[src/rtl/fem_cmd_pkg.sv]
// Shared types and constants for the fiber-emulator command sequencer.
// Build option: FEM_CMD_ERRCNT_EN (see fem_cmd_sequencer).
package fem_cmd_pkg;

    typedef enum logic [1:0] {
        ST_HUNT,
        ST_VERIFY,
        ST_LOCKED
    } fem_state_t;

    localparam logic [7:0] SYNC_WORD     = 8'hA5;
    localparam logic [7:0] CMD_L1A       = 8'h11;
    localparam logic [7:0] CMD_L1A_MATCH = 8'h12;
    localparam logic [7:0] CMD_RESYNC    = 8'h21;
    localparam logic [7:0] CMD_INJPLS    = 8'h31;
    localparam logic [7:0] CMD_EXTPLS    = 8'h32;

    // Strobe vector bit positions.
    localparam int unsigned STB_L1A    = 0;
    localparam int unsigned STB_MATCH  = 1;
    localparam int unsigned STB_RESYNC = 2;
    localparam int unsigned STB_INJPLS = 3;
    localparam int unsigned STB_EXTPLS = 4;

    // Returns the strobe set for a frame; all-zero means not a command.
    function automatic logic [4:0] fem_cmd_decode(input logic [7:0] frame);
        logic [4:0] bits;
        bits = '0;
        case (frame)
            CMD_L1A:       bits[STB_L1A] = 1'b1;
            CMD_L1A_MATCH: begin
                bits[STB_L1A]   = 1'b1;
                bits[STB_MATCH] = 1'b1;
            end
            CMD_RESYNC:    bits[STB_RESYNC] = 1'b1;
            CMD_INJPLS:    bits[STB_INJPLS] = 1'b1;
            CMD_EXTPLS:    bits[STB_EXTPLS] = 1'b1;
            default:       bits = '0;
        endcase
        return bits;
    endfunction

endpackage

[src/rtl/fem_sync2.sv]
// Two-flop synchronizer for asynchronous level inputs.
module fem_sync2 (
    input  logic clk,
    input  logic rst_n,
    input  logic d,
    output logic q
);

    logic meta;

    always_ff @(posedge clk or negedge rst_n) begin
        if (!rst_n) begin
            meta <= 1'b0;
            q    <= 1'b0;
        end else begin
            meta <= d;
            q    <= meta;
        end
    end

endmodule

[src/rtl/fem_cmd_sequencer.sv]
// Frame alignment and command decode for the fiber-emulator receive stream.
// Build option: define FEM_CMD_ERRCNT_EN to implement the ERR_CNT counter.
module fem_cmd_sequencer
    import fem_cmd_pkg::*;
#(
    parameter int unsigned LOCK_CNT   = 4,
    parameter int unsigned UNLOCK_CNT = 4,
    parameter int unsigned PULSE_LEN  = 1
) (
    input  logic       CLK,
    input  logic       RST_N,
    input  logic       RX_DAT,
    input  logic       SIGDET,
    input  logic       FIBER_DET,
    output logic       L1A,
    output logic       L1A_MATCH,
    output logic       RESYNC,
    output logic       INJPLS,
    output logic       EXTPLS,
    output logic       LOCKED,
    output logic [7:0] ERR_CNT
);

    localparam logic [3:0] LOCK_N       = 4'(LOCK_CNT);
    localparam logic [3:0] UNLOCK_N     = 4'(UNLOCK_CNT);
    localparam logic [2:0] PULSE_RELOAD = 3'(PULSE_LEN - 1);

    fem_state_t state, state_nxt;
    logic [7:0] sr;
    logic [2:0] bit_cnt;
    logic [3:0] good_cnt, good_nxt;
    logic [3:0] bad_cnt, bad_nxt;
    logic [4:0] cmd_bits;
    logic [4:0] strb;
    logic [2:0] stretch;
    logic       sigdet_s, fiber_s, link_ok;
    logic       boundary, is_sync, is_cmd;
    logic       bit_zero, start;

    fem_sync2 u_sync_sigdet (.clk(CLK), .rst_n(RST_N), .d(SIGDET),    .q(sigdet_s));
    fem_sync2 u_sync_fiber  (.clk(CLK), .rst_n(RST_N), .d(FIBER_DET), .q(fiber_s));

    assign link_ok  = sigdet_s & fiber_s;
    assign boundary = (bit_cnt == 3'd7);
    assign is_sync  = (sr == SYNC_WORD);
    assign cmd_bits = fem_cmd_decode(sr);
    assign is_cmd   = |cmd_bits;

    always_ff @(posedge CLK or negedge RST_N) begin
        if (!RST_N) begin
            state    <= ST_HUNT;
            sr       <= '0;
            bit_cnt  <= '0;
            good_cnt <= '0;
            bad_cnt  <= '0;
        end else begin
            state    <= state_nxt;
            sr       <= {sr[6:0], RX_DAT};
            bit_cnt  <= bit_zero ? 3'd0 : bit_cnt + 3'd1;
            good_cnt <= good_nxt;
            bad_cnt  <= bad_nxt;
        end
    end

    always_comb begin
        state_nxt = state;
        good_nxt  = good_cnt;
        bad_nxt   = bad_cnt;
        bit_zero  = 1'b0;
        start     = 1'b0;
        if (!link_ok) begin
            state_nxt = ST_HUNT;
            good_nxt  = '0;
            bad_nxt   = '0;
        end else begin
            case (state)
                ST_HUNT: begin
                    if (is_sync) begin
                        bit_zero  = 1'b1;
                        good_nxt  = 4'd1;
                        state_nxt = ST_VERIFY;
                    end
                end
                ST_VERIFY: begin
                    if (boundary) begin
                        if (is_sync) begin
                            good_nxt = good_cnt + 4'd1;
                            if (good_cnt + 4'd1 >= LOCK_N) begin
                                state_nxt = ST_LOCKED;
                            end
                        end else begin
                            good_nxt  = '0;
                            state_nxt = ST_HUNT;
                        end
                    end
                end
                ST_LOCKED: begin
                    if (boundary) begin
                        if (is_sync || is_cmd) begin
                            bad_nxt = '0;
                            start   = is_cmd;
                        end else if (bad_cnt + 4'd1 >= UNLOCK_N) begin
                            bad_nxt   = '0;
                            state_nxt = ST_HUNT;
                        end else begin
                            bad_nxt = bad_cnt + 4'd1;
                        end
                    end
                end
                default: state_nxt = ST_HUNT;
            endcase
        end
    end

    // Frames are 8 cycles apart and PULSE_LEN <= 8, so a reload never cuts a live strobe short.
    always_ff @(posedge CLK or negedge RST_N) begin
        if (!RST_N) begin
            strb    <= '0;
            stretch <= '0;
        end else if (state_nxt != ST_LOCKED) begin
            strb    <= '0;
            stretch <= '0;
        end else if (start) begin
            strb    <= cmd_bits;
            stretch <= PULSE_RELOAD;
        end else if (stretch != 3'd0) begin
            stretch <= stretch - 3'd1;
        end else begin
            strb <= '0;
        end
    end

    assign L1A       = strb[STB_L1A];
    assign L1A_MATCH = strb[STB_MATCH];
    assign RESYNC    = strb[STB_RESYNC];
    assign INJPLS    = strb[STB_INJPLS];
    assign EXTPLS    = strb[STB_EXTPLS];
    assign LOCKED    = (state == ST_LOCKED);

`ifdef FEM_CMD_ERRCNT_EN
    logic [7:0] err_cnt;
    logic       err_inc, err_clr;

    assign err_inc = link_ok && (state == ST_LOCKED) && boundary && !is_sync && !is_cmd;
    assign err_clr = link_ok && (state == ST_LOCKED) && boundary && cmd_bits[STB_RESYNC];

    always_ff @(posedge CLK or negedge RST_N) begin
        if (!RST_N) begin
            err_cnt <= '0;
        end else if (err_clr) begin
            err_cnt <= '0;
        end else if (err_inc && (err_cnt != 8'hFF)) begin
            err_cnt <= err_cnt + 8'd1;
        end
    end

    assign ERR_CNT = err_cnt;
`else
    assign ERR_CNT = '0;
`endif

endmodule

[config.mk]
export PLATFORM = sky130hd
export DESIGN_NAME = fem_cmd_sequencer
export DESIGN_NICKNAME = d
export VERILOG_FILES = /design/src/rtl/fem_cmd_pkg.sv /design/src/rtl/fem_sync2.sv /design/src/rtl/fem_cmd_sequencer.sv
export SDC_FILE = /design/constraint.sdc
export NUM_CORES = 1
export LEC_CHECK = 0
export BUFFER_PORTS_ARGS = -buffer_cell sky130_fd_sc_hd__buf_2
export CORE_AREA = 2 2 56 58
export CTS_BUF_LIST = sky130_fd_sc_hd__clkbuf_8 sky130_fd_sc_hd__clkbuf_16
export DETAILED_ROUTE_END_ITERATION = 8
export DIE_AREA = 0 0 58 60
export GPL_TIMING_DRIVEN = 0
export MAX_ROUTING_LAYER = met4
export PLACE_DENSITY = 0.85
export RECOVER_POWER = 100
export SLEW_MARGIN = 5
export SYNTH_ARGS = -nofsm -noshare
export SYNTH_HDL_FRONTEND = slang
export SYNTH_SLANG_ARGS = --single-unit
[constraint.sdc]
create_clock -name CLK -period 2.3 [get_ports CLK]
set_clock_uncertainty 0.2 [all_clocks]
set_input_delay 0.345 -clock CLK [delete_from_list [all_inputs] [get_ports CLK]]
set_output_delay 0.345 -clock CLK [all_outputs]
set_load 0.005 [all_outputs]
After elaboration in Yosys (flattened, before gate mapping)
Index checks and enable logic that the tools add are counted.
- register bits after elaboration: 33
- input bits: 5
- add/sub/neg operators: 4
- magnitude comparators: 2
- eq/ne operators: 16
- muxes and demuxes: 38
- bitwise logic cells: 1
- reductions and logical operators: 8
- operators with widths (cell ; count):
    4-bit two-way mux ; 9
    8-bit by 6-bit equality test with 1-bit output (second input constant) ; 3
    8-bit by 5-bit equality test with 1-bit output (second input constant) ; 2
    2-bit two-way mux ; 8
    5-bit two-way mux ; 3
    1-bit two-way mux ; 12
    3-bit two-way mux ; 4
    3-bit != test (second input constant) ; 3
    4-bit by 1-bit adder with 4-bit output (second input constant) ; 2
    8-bit equality test (second input constant) ; 1
    4-bit by 3-bit greater-or-equal comparator with 1-bit output (second input constant) ; 2
    4-bit one-hot mux with 2 select lines ; 1
    2-bit one-hot mux with 3 select lines ; 1
    3-bit nonzero test ; 2
    5-bit OR reduction ; 1
    2-bit != test (second input constant) ; 2
    3-bit by 1-bit adder with 3-bit output (second input constant) ; 1
    3-bit equality test (second input constant) ; 1
    3-bit by 1-bit != test with 1-bit output (second input constant) ; 1
    3-bit AND reduction ; 1
    3-bit by 1-bit subtractor with 3-bit output (second input constant) ; 1
    2-bit by 1-bit equality test with 1-bit output (second input constant) ; 1
    2-bit equality test (second input constant) ; 1
    2-bit zero test ; 1
    5 further kinds ; 5

Depth between registers and ports, before layout
- word-level depth: 11
- gate-level depth with buffers: 7
- gate-level depth less buffers: 7

By module
From an unflattened synthesis, not the netlist that was laid out.
- cell total of the unflattened synthesis: 140
- area, all modules: 1547.7 um^2
- modules (own cells, without submodules) (module ; times used ; cells an instance ; area an instance (um^2)):
    fem_cmd_sequencer ; 1 ; 136 ; 1447.6
    fem_sync2 ; 2 ; 2 ; 50.0

Least setup slack after synthesis
No wires, ideal clock.
- path type: reg-to-reg
- from: reg sr[4]
- to: reg good_cnt[3]
- arrival time: 1.653 ns
- slack: 0.364 ns
- cell stages (with the launch flop): 7
- path buffers: 0
- clock period less this slack: 1.936 ns
- cells stage by stage: dfrtp_1 and4bb_2 nand4_4 or4_4 a31oi_1 o21ai_1 o21ai_0
- word-level cells in the longest chain between the ends: 5
- ends and longest elaborated chain (element ; RTL line ; text):
    from (decl) ; fem_cmd_sequencer.sv:29 ; logic [7:0] sr;
    from (signal assigned) ; fem_cmd_sequencer.sv:58 ; sr <= {sr[6:0], RX_DAT};
    8-bit equality test (*) ; fem_cmd_sequencer.sv:45 ; assign is_sync = (sr == SYNC_WORD);
    4-bit two-way mux ; fem_cmd_sequencer.sv:86 ; if (is_sync) begin
    4-bit two-way mux ; fem_cmd_sequencer.sv:85 ; if (boundary) begin
    4-bit one-hot mux with 2 select lines ; fem_cmd_sequencer.sv:76 ; case (state)
    4-bit two-way mux ; fem_cmd_sequencer.sv:71 ; if (!link_ok) begin
    to (signal assigned) ; fem_cmd_sequencer.sv:60 ; good_cnt <= good_nxt;
    to (decl) ; fem_cmd_sequencer.sv:31 ; logic [3:0] good_cnt, good_nxt;
Mark *: on every way between the ends. The rest lies on a longest branch, timed or not. The select of a mux whose other input is x is not followed.
A chain may end at the register's enable or synchronous reset.

Final worst setup path
- from: reg sr[2]
- to: reg strb[1]
- word-level cells in the longest chain between the ends: 11
- ends and longest elaborated chain (element ; RTL line ; text):
    8-bit by 5-bit equality test with 1-bit output ; fem_cmd_pkg.sv:29 ; case (frame)
    2-bit OR reduction (no line) ; - ;
    1-bit two-way mux ; fem_cmd_pkg.sv:29 ;
    5-bit OR reduction ; fem_cmd_sequencer.sv:47 ; assign is_cmd = |cmd_bits;
    1-bit logical OR ; fem_cmd_sequencer.sv:99 ; if (is_sync || is_cmd) begin
    2-bit two-way mux or 1-bit two-way mux (tied branches) ; fem_cmd_sequencer.sv:99 ;
    2-bit two-way mux or 1-bit two-way mux (tied branches) ; fem_cmd_sequencer.sv:98 ; if (boundary) begin
    2-bit one-hot mux with 3 select lines or 1-bit two-way mux (tied branches) ; fem_cmd_sequencer.sv:76 ;
    2-bit two-way mux or 1-bit two-way mux (tied branches) ; fem_cmd_sequencer.sv:71 ;
    2-bit != test or 5-bit two-way mux (tied branches) ; fem_cmd_sequencer.sv:120, fem_cmd_sequencer.sv:123 ;
    3-bit != test (no line) or 5-bit two-way mux (tied branches) ; - ;
    to (signal assigned) ; fem_cmd_sequencer.sv:124 ; strb <= cmd_bits;
    to (decl) ; fem_cmd_sequencer.sv:34 ; logic [4:0] strb;
Several ways; a longest one is shown, not always the timed one.

==> impl_metrics.toml <==
[status]
outcome = "completed"

[drt]
via_count = 1133
dr.pass1.iters = 4
ant_nets = 0
vias_per_cell = 5.55
post_drt_wl_per_cell_um = 13.9
wl_mm = 2.84
drc_errors = 0
drtIter0Drc = 36

[logic_synthesis]
ys_seq_elements = 33
synthCells = 142
synth.mux.area_fraction_pct = 1.32
netlist_area_um2 = 1520
syn_avg_cell_area_um2 = 10.7
synth_xor_area_share_pct = 1.16
synthDistinctLibCells = 40
yosys.area_share.simple_pct = 19.6
yosys.area.top_type_share_pct = 54.5
ys.warnings.count = 0
ys_seq_area_share_pct = 54.5
synth_top_family_by_area = "simple AND/OR/NAND/NOR gates"
synthAdderAreaFrac_pct = 4.95
synthTopCellsByArea = "dfrtp_1, ha_1, o21ai_0"
synth_compound_area_share_pct = 12.1
synth_top_area_cell = "dfrtp_1"

[pwr]
p_leak_nw = 0.800
power_density_nw_per_um2 = 673
ir_drop_mv = 0.551

[sta]
fmax_mhz = 462
finalSetupTns_ns = 0
hold_violations = 0
min_period_ns = 2.16
tightestPinTransition_ns = 0.760
rsz0062_at_grt = "no"
relSlewSlack_pct = 49.3
finalSetupViolCount = 0
final_max_slew_viol_count = 0
period_share_pct = 94.0
whs_ns = 0.152

[global_routing]
met3_usage_pct = 6.28
grt_pass1_vias = 1087
grt_use_total_pct = 19.0
grt_use_met1_pct = 19.6
grt-ovfl-total = 0
grt_max_degree = 34
grt_pass1_wl_mm = 4.67
antenna_found_initial = 0
top_usage_layer = "met2"
grtUsageMet2_pct = 33.9

[worst_hold_path]
hold_path_depth = 0
hold_class = "flop to flop"
min_to = "u_sync_sigdet.q"
min_from = "u_sync_sigdet.meta"

[clock_network]
cts-buffers-inserted = 5
clock_latency_ns = 0.28
cts_tree = "done"
cts_setup_buffers = 0
ctsHtreeMaxLevel = 2
clockBufferDepth = 2
root_buffer = "clkbuf_8"
cts.clk_slew.worst_paths_ns = 0.06
cts.sinks = 33

[critical_path]
cp_max_fo = 5
r2r_cells = 6
rrSetupSlack_ns = 0.14
crit_path_start_kind = "flop"
required_ns = 2.25
crit_type = "flop to flop"
crit_arrival_ns = 2.11
r2r-end = "strb[1]"
crit_start = "sr[2]"
cp-end-kind = "flop"
r2r_start = "sr[2]"

[final_layout]
area_growth_pct = 17.4
antennaDiodeCount = 0
fin_nets = 181
layout-drive-gt1-share_pct = 15.2

[floorplanning]
rows = 20
die_h_um = 60
die_w_um = 58
die_area_um2 = 3480
initial_core_util_pct = 52.2
coreArea_um2 = 2900
io_pins = 19

[placed_design]
portBuffers = 10
dp_hpwl_mm = 2.01
gp_congestion = 0.847

[job]
cap_violations = 0
## what timing repair did
action                     in CTS  in global routing
resized for setup               0                  2
setup endpoints to repair       0                  6
hold endpoints to repair       36                  0
hold buffers                    4                  0
## cells by family after synthesis
| kind of cell | after synthesis |
|---|---|
| other | 1 |
| AND/OR/NAND/NOR | 52 |
| multiplexers | 2 |
| adder cells (fa/ha/maj) | 6 |
| buffers and inverters | 17 |
| flip-flops | 33 |
| XOR/XNOR | 2 |
| AO/OA/AOI/OAI | 29 |
## report_power, final
group          internal (mW)  total [mW]  switching, mW  leakage (nW)
sequential             0.609       0.627         0.0181         0.425
combinational         0.0507       0.108         0.0570         0.320
clock                  0.270       0.464          0.194        0.0542
total                  0.930        1.20          0.269         0.800
## cell usage in the layout, fill, tap and decap left out, types with 2 or more instances in the layout
| master | Yosys | final |
|---|---|---|
| nand2_1 | 10 | 10 |
| ha_1 | 6 | 6 |
| o21ai_0 | 12 | 13 |
| and2_1 | 2 | 2 |
| a22oi_1 | 2 | 2 |
| mux2i_1 | 2 | 2 |
| nor2_1 | 13 | 13 |
| clkbuf_8 | 0 | 7 |
| nor4_1 | 3 | 3 |
| nor2b_1 | 6 | 6 |
| conb_1 | 1 | 8 |
| nor3_1 | 2 | 2 |
| and3_1 | 2 | 2 |
| nand4_1 | 3 | 3 |
| dfrtp_1 | 33 | 33 |
| dlygate4sd3_1 | 0 | 4 |
| clkbuf_1 | 0 | 3 |
| a21oi_1 | 2 | 2 |
| nand3_1 | 3 | 3 |
| inv_1 | 9 | 9 |
| buf_2 | 0 | 6 |
| buf_4 | 8 | 8 |
## synth_stat cells
| cell type | instances |
|---|---|
| a2111oi_0 | 1 |
| a211oi_1 | 1 |
| a21oi_1 | 2 |
| a22o_1 | 1 |
| a22oi_1 | 2 |
| a2bb2oi_1 | 1 |
| a311oi_1 | 1 |
| a31oi_1 | 2 |
| and2_1 | 2 |
| and2b_1 | 1 |
| and3_1 | 2 |
| and4b_1 | 1 |
| and4bb_2 | 1 |
| buf_4 | 8 |
| conb_1 | 1 |
| dfrtp_1 | 33 |
| ha_1 | 6 |
| inv_1 | 9 |
| mux2i_1 | 2 |
| nand2_1 | 10 |
| nand2b_1 | 1 |
| nand3_1 | 3 |
| nand4_1 | 3 |
| nand4_4 | 1 |
| nand4b_1 | 1 |
| nor2_1 | 13 |
| nor2b_1 | 6 |
| nor3_1 | 2 |
| nor3b_1 | 1 |
| nor4_1 | 3 |
| o2111ai_1 | 1 |
| o211ai_1 | 1 |
| o21a_1 | 1 |
| o21ai_0 | 12 |
| o21ai_1 | 1 |
| o22a_1 | 1 |
| o22ai_1 | 1 |
| or4_4 | 1 |
| xnor2_1 | 1 |
| xor2_1 | 1 |
## cell type report
class / count / area, µm²
Buffer: 8 / 60.1
Clock buffer: 7 / 96.3
Clock inverter: 1 / 5.00
Fill cell: 223 / 1120
Inverter: 9 / 33.8
Multi-Input combinational cell: 99 / 632
Sequential cell: 33 / 826
Tap cell: 33 / 41.3
Timing Repair Buffer: 14 / 86.3
## through the flow
step | worst slack [ns] | utilization (%) | power, mW | instances | area [µm²]
after floorplan | 0.364 | - | 0.698 | 149 | 1540
after global placement | 0.105 | 56.3 | 0.723 | 192 | 1630
after detailed placement | 0.0402 | 56.3 | 0.737 | 192 | 1630
after CTS | 0.00197 | 61.2 | 1.20 | 204 | 1780
after global routing | 0.00439 | 61.3 | 1.25 | 204 | 1780
final | 0.138 | 61.3 | 1.20 | 204 | 1780
## critical path: stages, from the launching register on
cell     delay [ns]
dfrtp_1        0.42
nor4_1         0.37
nand3_1        0.16
o21a_1         0.24
nor2b_1        0.15
a31oi_2        0.34
o21ai_0        0.15
## layer usage
metal  part of all wire, %  up-vias
met5                     0        -
met4                   1.9        0
met3                   4.4        7
met2                    54       33
met1                    40      550
li1                      -      543
## registers in the layout, summed over array words and instances (netlist names)
signal,flops
sr,8
u_sync_sigdet.q,1
bit_cnt,3
stretch,3
u_sync_sigdet.meta,1
strb,5
good_cnt,4
state,2
u_sync_fiber.q,1
u_sync_fiber.meta,1
bad_cnt,4
## worst max path at each step
| stage | to | cells past startpoint |
|---|---|---|
| finish | strb[1] | 6 |
| global route | strb[1] | 7 |
| CTS | strb[0] | 6 |
| detailed placement | strb[3] | 6 |
| global placement | strb[0] | 6 |
| floorplan | good_cnt[3] | 6 |
Power figures use the tool's default switching activity.
